--- src/rtl/shared_pkg.sv ---
// Shared types and constants for the SPI slave: FSM state encoding, word widths
// and the two-bit command codes carried in the top bits of each received frame.
package shared_pkg;

  localparam int RX_W = 10;
  localparam int TX_W = 8;

  typedef enum logic [2:0] {
    IDLE,
    CHK_CMD,
    WRITE,
    READ_ADD,
    READ_DATA
  } spi_state_e;

  localparam logic [1:0] CMD_WR_ADDR = 2'b00;
  localparam logic [1:0] CMD_WR_DATA = 2'b01;
  localparam logic [1:0] CMD_RD_ADDR = 2'b10;
  localparam logic [1:0] CMD_RD_DATA = 2'b11;

endpackage

--- src/rtl/spi_slave_fsm_tx_shifter.sv ---
// Read-data serializer: loads tx_data on tx_valid while armed, then shifts it
// onto miso MSB first, one bit per clock, and raises done until cleared.
module spi_tx_shifter #(
  parameter int TX_W = shared_pkg::TX_W
) (
  input  logic            clk,
  input  logic            rst,
  input  logic            clr,
  input  logic            arm,
  input  logic            tx_valid,
  input  logic [TX_W-1:0] tx_data,
  output logic            miso,
  output logic            busy,
  output logic            done
);

  localparam int CNT_W = $clog2(TX_W + 1);

  logic [TX_W-1:0]  shreg;
  logic [CNT_W-1:0] cnt;

  // NOTE: sequential state is written only with non-blocking assignments so
  // every register samples the pre-edge value of every other register.
  always_ff @(posedge clk or posedge rst) begin
    if (rst) begin
      shreg <= '0;
      cnt   <= '0;
      miso  <= 1'b0;
      busy  <= 1'b0;
      done  <= 1'b0;
    end else if (clr) begin
      shreg <= '0;
      cnt   <= '0;
      miso  <= 1'b0;
      busy  <= 1'b0;
      done  <= 1'b0;
    end else if (busy) begin
      // cnt counts bits already presented; the edge after the last bit idles miso
      if (cnt == CNT_W'(TX_W)) begin
        miso <= 1'b0;
        busy <= 1'b0;
        done <= 1'b1;
        cnt  <= '0;
      end else begin
        miso  <= shreg[TX_W-1];
        shreg <= {shreg[TX_W-2:0], 1'b0};
        cnt   <= cnt + CNT_W'(1);
      end
    end else if (arm && !done && tx_valid) begin
      miso  <= tx_data[TX_W-1];
      shreg <= {tx_data[TX_W-2:0], 1'b0};
      cnt   <= CNT_W'(1);
      busy  <= 1'b1;
    end
  end

endmodule

--- src/rtl/spi_slave_fsm.sv ---
// SPI slave front end for a command/address/data RAM port. Optional embedded
// protocol assertions are compiled in when SPI_SLAVE_FSM_ASSERT_EN is defined.
module spi_slave_fsm #(
  parameter int RX_W = shared_pkg::RX_W,
  parameter int TX_W = shared_pkg::TX_W
) (
  input  logic            clk,
  input  logic            rst,
  input  logic            SS_n,
  input  logic            MOSI,
  output logic            MISO,
  output logic [RX_W-1:0] rx_data,
  output logic            rx_valid,
  input  logic [TX_W-1:0] tx_data,
  input  logic            tx_valid
);

  import shared_pkg::spi_state_e, shared_pkg::IDLE, shared_pkg::CHK_CMD,
         shared_pkg::WRITE, shared_pkg::READ_ADD, shared_pkg::READ_DATA;

  localparam int CNT_W = $clog2(RX_W + 1);

  spi_state_e       state, state_nxt;
  logic [CNT_W-1:0] rx_cnt;
  logic [RX_W-1:0]  rx_shreg;
  logic             rd_addr_flag;
  logic             rx_done;
  logic             ss_armed;
  logic             shift_en;
  logic             last_bit;
  logic             tx_arm;
  logic             tx_busy;
  logic             tx_done;

  always_ff @(posedge clk or posedge rst) begin
    if (rst) state <= IDLE;
    else     state <= state_nxt;
  end

  // NOTE: every signal driven here gets a default first, so no path through
  // the case statement can leave one unassigned and infer a latch.
  always_comb begin
    state_nxt = state;
    shift_en  = 1'b0;
    case (state)
      IDLE: begin
        if (!SS_n && ss_armed) state_nxt = CHK_CMD;
      end
      CHK_CMD: begin
        if (SS_n)              state_nxt = IDLE;
        else if (!MOSI)        state_nxt = WRITE;
        else if (rd_addr_flag) state_nxt = READ_DATA;
        else                   state_nxt = READ_ADD;
      end
      WRITE, READ_ADD, READ_DATA: begin
        if (SS_n) state_nxt = IDLE;
        else      shift_en  = !rx_done;
      end
      default: state_nxt = IDLE;
    endcase
  end

  assign last_bit = shift_en && (rx_cnt == CNT_W'(RX_W - 1));
  assign tx_arm   = (state == READ_DATA) && rx_done && !SS_n;

  // ss_armed blocks a frame from starting until SS_n has been seen high,
  // so a reset released with SS_n still low cannot enter a half-frame.
  // NOTE: the receive shift register is cleared by reset like any other
  // register; it is only a few flops, not a memory array.
  always_ff @(posedge clk or posedge rst) begin
    if (rst) begin
      rx_cnt       <= '0;
      rx_shreg     <= '0;
      rx_data      <= '0;
      rx_valid     <= 1'b0;
      rd_addr_flag <= 1'b0;
      rx_done      <= 1'b0;
      ss_armed     <= 1'b0;
    end else begin
      rx_valid <= last_bit;
      if (SS_n) begin
        ss_armed <= 1'b1;
        rx_cnt   <= '0;
        rx_shreg <= '0;
        rx_done  <= 1'b0;
      end else if (shift_en) begin
        rx_shreg <= {rx_shreg[RX_W-2:0], MOSI};
        if (last_bit) begin
          rx_data <= {rx_shreg[RX_W-2:0], MOSI};
          rx_cnt  <= '0;
          rx_done <= 1'b1;
          if (state == READ_ADD)       rd_addr_flag <= 1'b1;
          else if (state == READ_DATA) rd_addr_flag <= 1'b0;
        end else begin
          rx_cnt <= rx_cnt + CNT_W'(1);
        end
      end
    end
  end

  spi_tx_shifter #(
    .TX_W(TX_W)
  ) u_tx_shifter (
    .clk      (clk),
    .rst      (rst),
    .clr      (SS_n),
    .arm      (tx_arm),
    .tx_valid (tx_valid),
    .tx_data  (tx_data),
    .miso     (MISO),
    .busy     (tx_busy),
    .done     (tx_done)
  );

`ifdef SPI_SLAVE_FSM_ASSERT_EN
  a_rx_valid_single : assert property (@(posedge clk) disable iff (rst)
    rx_valid |=> !rx_valid);
  a_miso_quiet : assert property (@(posedge clk) disable iff (rst)
    (state != READ_DATA) |-> !MISO);
  a_ss_to_idle : assert property (@(posedge clk) disable iff (rst)
    SS_n |=> (state == IDLE));
  a_rd_data_cmd : assert property (@(posedge clk) disable iff (rst)
    (rx_valid && state == READ_DATA) |-> (rx_data[RX_W-1 -: 2] == shared_pkg::CMD_RD_DATA));
  a_tx_status : assert property (@(posedge clk) disable iff (rst)
    !(tx_busy && tx_done));
`else
  // Assertion-free build: behaviour is identical, only the checkers are absent.
`endif

endmodule

--- config.mk ---
export PLATFORM = sky130hd
export DESIGN_NAME = spi_slave_fsm
export DESIGN_NICKNAME = d
export VERILOG_FILES = /design/src/rtl/shared_pkg.sv /design/src/rtl/spi_slave_fsm_tx_shifter.sv /design/src/rtl/spi_slave_fsm.sv
export SDC_FILE = /design/constraint.sdc
export NUM_CORES = 1
export LEC_CHECK = 0
export ABC_CLOCK_PERIOD_IN_PS = 2400
export BUFFER_PORTS_ARGS = -buffer_cell sky130_fd_sc_hd__clkbuf_2
export CAP_MARGIN = 20
export CORE_ASPECT_RATIO = 0.75
export CORE_MARGIN = 5
export CORE_UTILIZATION = 58
export CTS_CLUSTER_DIAMETER = 200
export DETAILED_ROUTE_END_ITERATION = 6
export GPL_TIMING_DRIVEN = 0
export PLACE_DENSITY = 0.79
export SYNTH_ARGS = -nofsm -noshare
export SYNTH_HDL_FRONTEND = slang
export SYNTH_SLANG_ARGS = --single-unit
--- constraint.sdc ---
create_clock -name clk -period 2.4 [get_ports clk]
set_input_delay 0.24 -clock clk [delete_from_list [all_inputs] [get_ports clk]]
set_output_delay 0.24 -clock clk [all_outputs]
set_load 0.02 [all_outputs]
## Word-level counts from Yosys, hierarchy flattened

Index checks and enable logic that the tools add are counted.

- Flip-flop bits (word level): 45
- Latch bits: 0
- Bits in writable memories: 0
- ROM bits: 0
- Output and inout port bits: 12
- Memories kept: 0

- Add/subtract/negate cells: 2
- Multipliers: 0
- Divide/modulo/power cells: 0
- Order comparisons: 0
- Equal/unequal tests: 9
- Shift-type cells: 0
- Multiplexer cells: 37
- Bitwise operators: 1
- Reduce and logical (&&, ||, !) cells: 23

Operators with widths:

| operator | number |
|---|---|
| 8-bit two-way mux | 4 |
| 4-bit two-way mux | 7 |
| 1-bit two-way mux | 18 |
| 9-bit two-way mux | 2 |
| 3-bit two-way mux | 5 |
| 2-bit nonzero test | 5 |
| 3-bit case mux with 3 select lines | 1 |
| 4-bit by 1-bit adder with 4-bit output (second input constant) | 2 |
| 4-bit == test (second input constant) | 2 |
| 2-bit AND reduction | 4 |
| 3-bit by 2-bit == test with 1-bit output (second input constant) | 2 |
| 1-bit logical AND | 6 |
| 2-bit != test (second input constant) | 2 |
| 4-bit AND reduction | 1 |
| 3-bit by 1-bit == test with 1-bit output (second input constant) | 1 |
| 3-bit == test (second input constant) | 1 |
| 1-bit zero test | 3 |
| 3-bit zero test | 1 |
| 3-bit != test (second input constant) | 1 |
| 3-bit AND reduction | 1 |
| 3-bit nonzero test | 1 |
| 3-bit OR reduction | 1 |
| 1-bit NOT | 1 |

## Logic depth before layout (Yosys ltp)

- Depth after elaboration: 8
- Depth in mapped cells: 6

## By module

A second synthesis with hierarchy kept.

- Cells, all modules: 206
- Area, all modules: 2248.4 µm²

Modules (own cells, without submodules):

| module | times used | cells each | area each (µm²) |
|---|---|---|---|
| spi_slave_fsm | 1 | 124 | 1441.4 |
| spi_tx_shifter | 1 | 82 | 807.0 |

## Least setup slack after synthesis

No wires, ideal clock.

- Path type: reg2reg
- From: register state[2]
- To: register rx_data[0]
- Library setup time: 0.125 ns
- Arrival: 1.765 ns
- Data required time: 2.275 ns
- Slack: 0.510 ns
- Cell stages (with the launch flop): 7
- Buffers on the path: 3
- Period minus slack after synthesis: 1.890 ns
- Path through: dfrtp_1 -> buf_4 -> or3b_1 -> buf_2 -> a211oi_4 -> buf_6 -> mux2_4

- Cells in the longest elaborated chain, start to end: 5
- Elaborated cells between the ends (all ways): 7
- Classes of those cells: eq/ne (3); mux (1); reduce/logical (3)

Ends and longest elaborated chain:

| item | RTL line | source |
|---|---|---|
| start, declared | spi_slave_fsm.sv:23 | `spi_state_e state, state_nxt;` |
| start signal, assigned | spi_slave_fsm.sv:37 | `else state <= state_nxt;` |
| 3-bit == test / 3-bit by 2-bit == test with 1-bit output (equally long branches) | spi_slave_fsm.sv:45 | `case (state)` |
| 3-bit OR reduction (*) | spi_slave_fsm.sv:45 |  |
| 1-bit two-way mux (*) | spi_slave_fsm.sv:45 |  |
| 1-bit logical AND (*) | spi_slave_fsm.sv:63 | `assign last_bit = shift_en && (rx_cnt == CNT_W'(RX_W - 1));` |
| via last_bit | spi_slave_fsm.sv:30 | `logic last_bit;` |
| 3-bit AND reduction (no source line) (*) | n/a |  |
| end signal, assigned | spi_slave_fsm.sv:89 | `rx_data <= {rx_shreg[RX_W-2:0], MOSI};` |
| end, declared | spi_slave_fsm.sv:12 | `output logic [RX_W-1:0] rx_data,` |

The timed path passes the listed nets; every way through them passes the cells marked *.
A chain may end at the register's enable or synchronous reset.

## Final worst setup path

- From: register state[2]
- To: register rx_data[9]

The elaborated chain is that of the path after synthesis.

==> metrics <==
root buffer cell=clkbuf_8; Post-synth top cells=dfrtp_1, a21oi_1, nand3_1; DP Worst Slack=386 ps; # Post-CTS Setup Buffers=0; worst-margin pin slew=581 ps; Die Area=5250 um2; Mean Syn Cell Area=about 11 um2; diode count=0; max_cap viols=0; crit path capture=rx_data[9]; critical path class=reg -> reg; setup TNS=0 ps; IO buf count=23; Post-Layout Cell Count=about 300; Yosys top cell area share=0.488; worst hold path type=in -> reg; Remaining DRCs=0; Max Transition Viols Final=0; Post-synth ARST share=1.00; Tot Pwr=1.55 mW; part of the Yosys area used for sequential elements=0.488; Final period util=0.850; Worst VDD drop=0.477 mV; DP Area=2460 um2; Die Span Y=between 60 and 70 um; DR WL/cell=15.6 um; Ys Warns=0; core area=roughly 3700 um2; Pre-Repair DR Iteration Count=4; first-pass GRT wire length=7840 um; Main synth FF type=dfrtp_1; latest clock arrival within the worst-skew pair=300 ps; RePlAce Congestion=0.857; reported leakage power=1.14 nW; number of synthesized flops with an enable pin=0; Critical Path AT=approximately 2200 ps; PwrDens=about 600 nW/um2; crit path from=state[2]; adder-cell area share of the yosys netlist=0.0222; Max FO, Critical Path=10; Synth Area in Compound Gates=0.157; vias in the first global route=1669; CTS tree=yes; Post-Synth XOR/XNOR Area=0.00388; R2R depth=6; Tot GR Track Use=0.194; HPWL after detailed placement=3190 um; share of cells above drive strength 1=0.234; Placed Cells=287; outcome=finished, final reports clean; worst r2r dst=rx_data[9]; mux cell area share after synthesis=0.129; largest family of logic cells by synthesized area=compound AO/OA/AOI/OAI gates; initial drt markers=191; vias per std cell=5.80; Area growth syn-to-layout=14.1%; final WL=4620 um; # fillers=300; largest net degree at the start of global routing=38; Max Freq=490 MHz; Setup WS post-layout=360 ps; Starting Density=0.609; Critical Path RT=2580 ps; Final nets=260; I/O Pins=25; mapped cell area=between 2000 and 2500 um2; H-tree levels=2; Max Buffers Root-to-Sink=2; CTS buffer count=5; area leader, netlist=dfrtp_1; Worst slew margin=0.613; Final Core Density=0.694; synthesized flop and latch total=44; post-synthesis simple-gate area fraction=0.147; final hold vios=0; Gate Count Post-Synth=211; antenna violations before repair=0; Setup crit start kind=flip-flop; final setup fails=0; CP Capture Type=flip-flop; Final Instance Area=approximately 2600 um2; hold_ws=251 ps; CTS clk-pin slew, worst paths=80 ps; Period minus WS final=2040 ps; Synth area leaders=dfrtp_1, mux2_4, mux2_2; clk sink count=44; worst clock skew=7.69 ps; synth unique cells=46; total grt overflow=0; Rows=19; DIE WIDTH=approximately 80 um; Syn Nets=228; r2r startpoint=state[2]; RSZ-0062 raised after global routing=false; via count=around 1700; Reg2Reg Setup Slack=360 ps; Routed Antenna Nets=0; count leader, synth=dfrtp_1
[flip-flops by register name (all words and copies together), names as in the netlist]
signal and cells:
rx_valid 1, rx_cnt 4, u_tx_shifter.busy 1, u_tx_shifter.done 1, state 3, u_tx_shifter.shreg 7, rx_shreg 9, rd_addr_flag 1
u_tx_shifter.cnt 4, u_tx_shifter.miso 1, rx_done 1, ss_armed 1, rx_data 10
[timing repair]
action                                 4_1_cts  5_1_grt
hold buffers                                 1        0
endpoints found under the hold margin        7        0
resized for setup                            0        0
[area by class of cell]
cell class / count / area (um2) / area share
Inverter: 10 / 37.5 / 0.0146
Sequential cell: 44 / 1100 / 0.428
Multi-Input combinational cell: 139 / 1040 / 0.403
Tap cell: 52 / 65.1 / 0.0253
Buffer: 18 / 81.3 / 0.0316
Clock inverter: 2 / 35.0 / 0.0136
Clock buffer: 6 / 72.6 / 0.0282
Timing Repair Buffer: 25 / 145 / 0.0564
[report_power, final]
part,internal [mW],switching (mW)
clock network,0.309,0.247
registers,0.764,0.0252
logic,0.0740,0.128
total,1.15,0.400
[critical path, cell delays in order (launching register included)]
cell	delay, ps
dfrtp_1	330
buf_4	150
or4b_1	440
buf_2	200
a211oi_4	280
buf_6	220
mux2_4	310
[cell families (layout without fill, tap and decap cells)]
logic type,after synthesis,after routing
compound gates,50,50
xor+xnor,1,1
fa+ha+maj,4,4
buf+inv,28,61
flops,44,44
mux,24,24
simple gates,60,60
[how the worst min path moves through the flow]
stage | start | to | slack, ps | cells after the start
finish | tx_data[0] | u_tx_shifter.shreg[1] | 250 | 4
global route | MOSI | rx_data[0] | 260 | 2
CTS | tx_data[0] | u_tx_shifter.shreg[1] | 240 | 4
detailed placement | rst | rx_data[0] | 140 | 2
global placement | ss_armed | ss_armed | 460 | 1
floorplan | MOSI | rx_data[0] | 390 | 1
[routing by layer]
layer  share of wire  GRT usage
met1            0.47      0.281
met2            0.45      0.282
met3           0.061     0.0520
met4           0.013     0.0643
met5               0          0
[layout by cell type, fill, tap and decap left out, types with 8 or more instances in the layout]
cell / instances
dfrtp_1: 44
clkbuf_2: 23
a21oi_1: 18
nand3_1: 14
o211ai_1: 12
nor2_1: 12
clkbuf_1: 10
mux2_2: 9
nor2b_1: 8
inv_1: 8
mux2_4: 8
No activity file was read; power rests on OpenSTA's default activity.
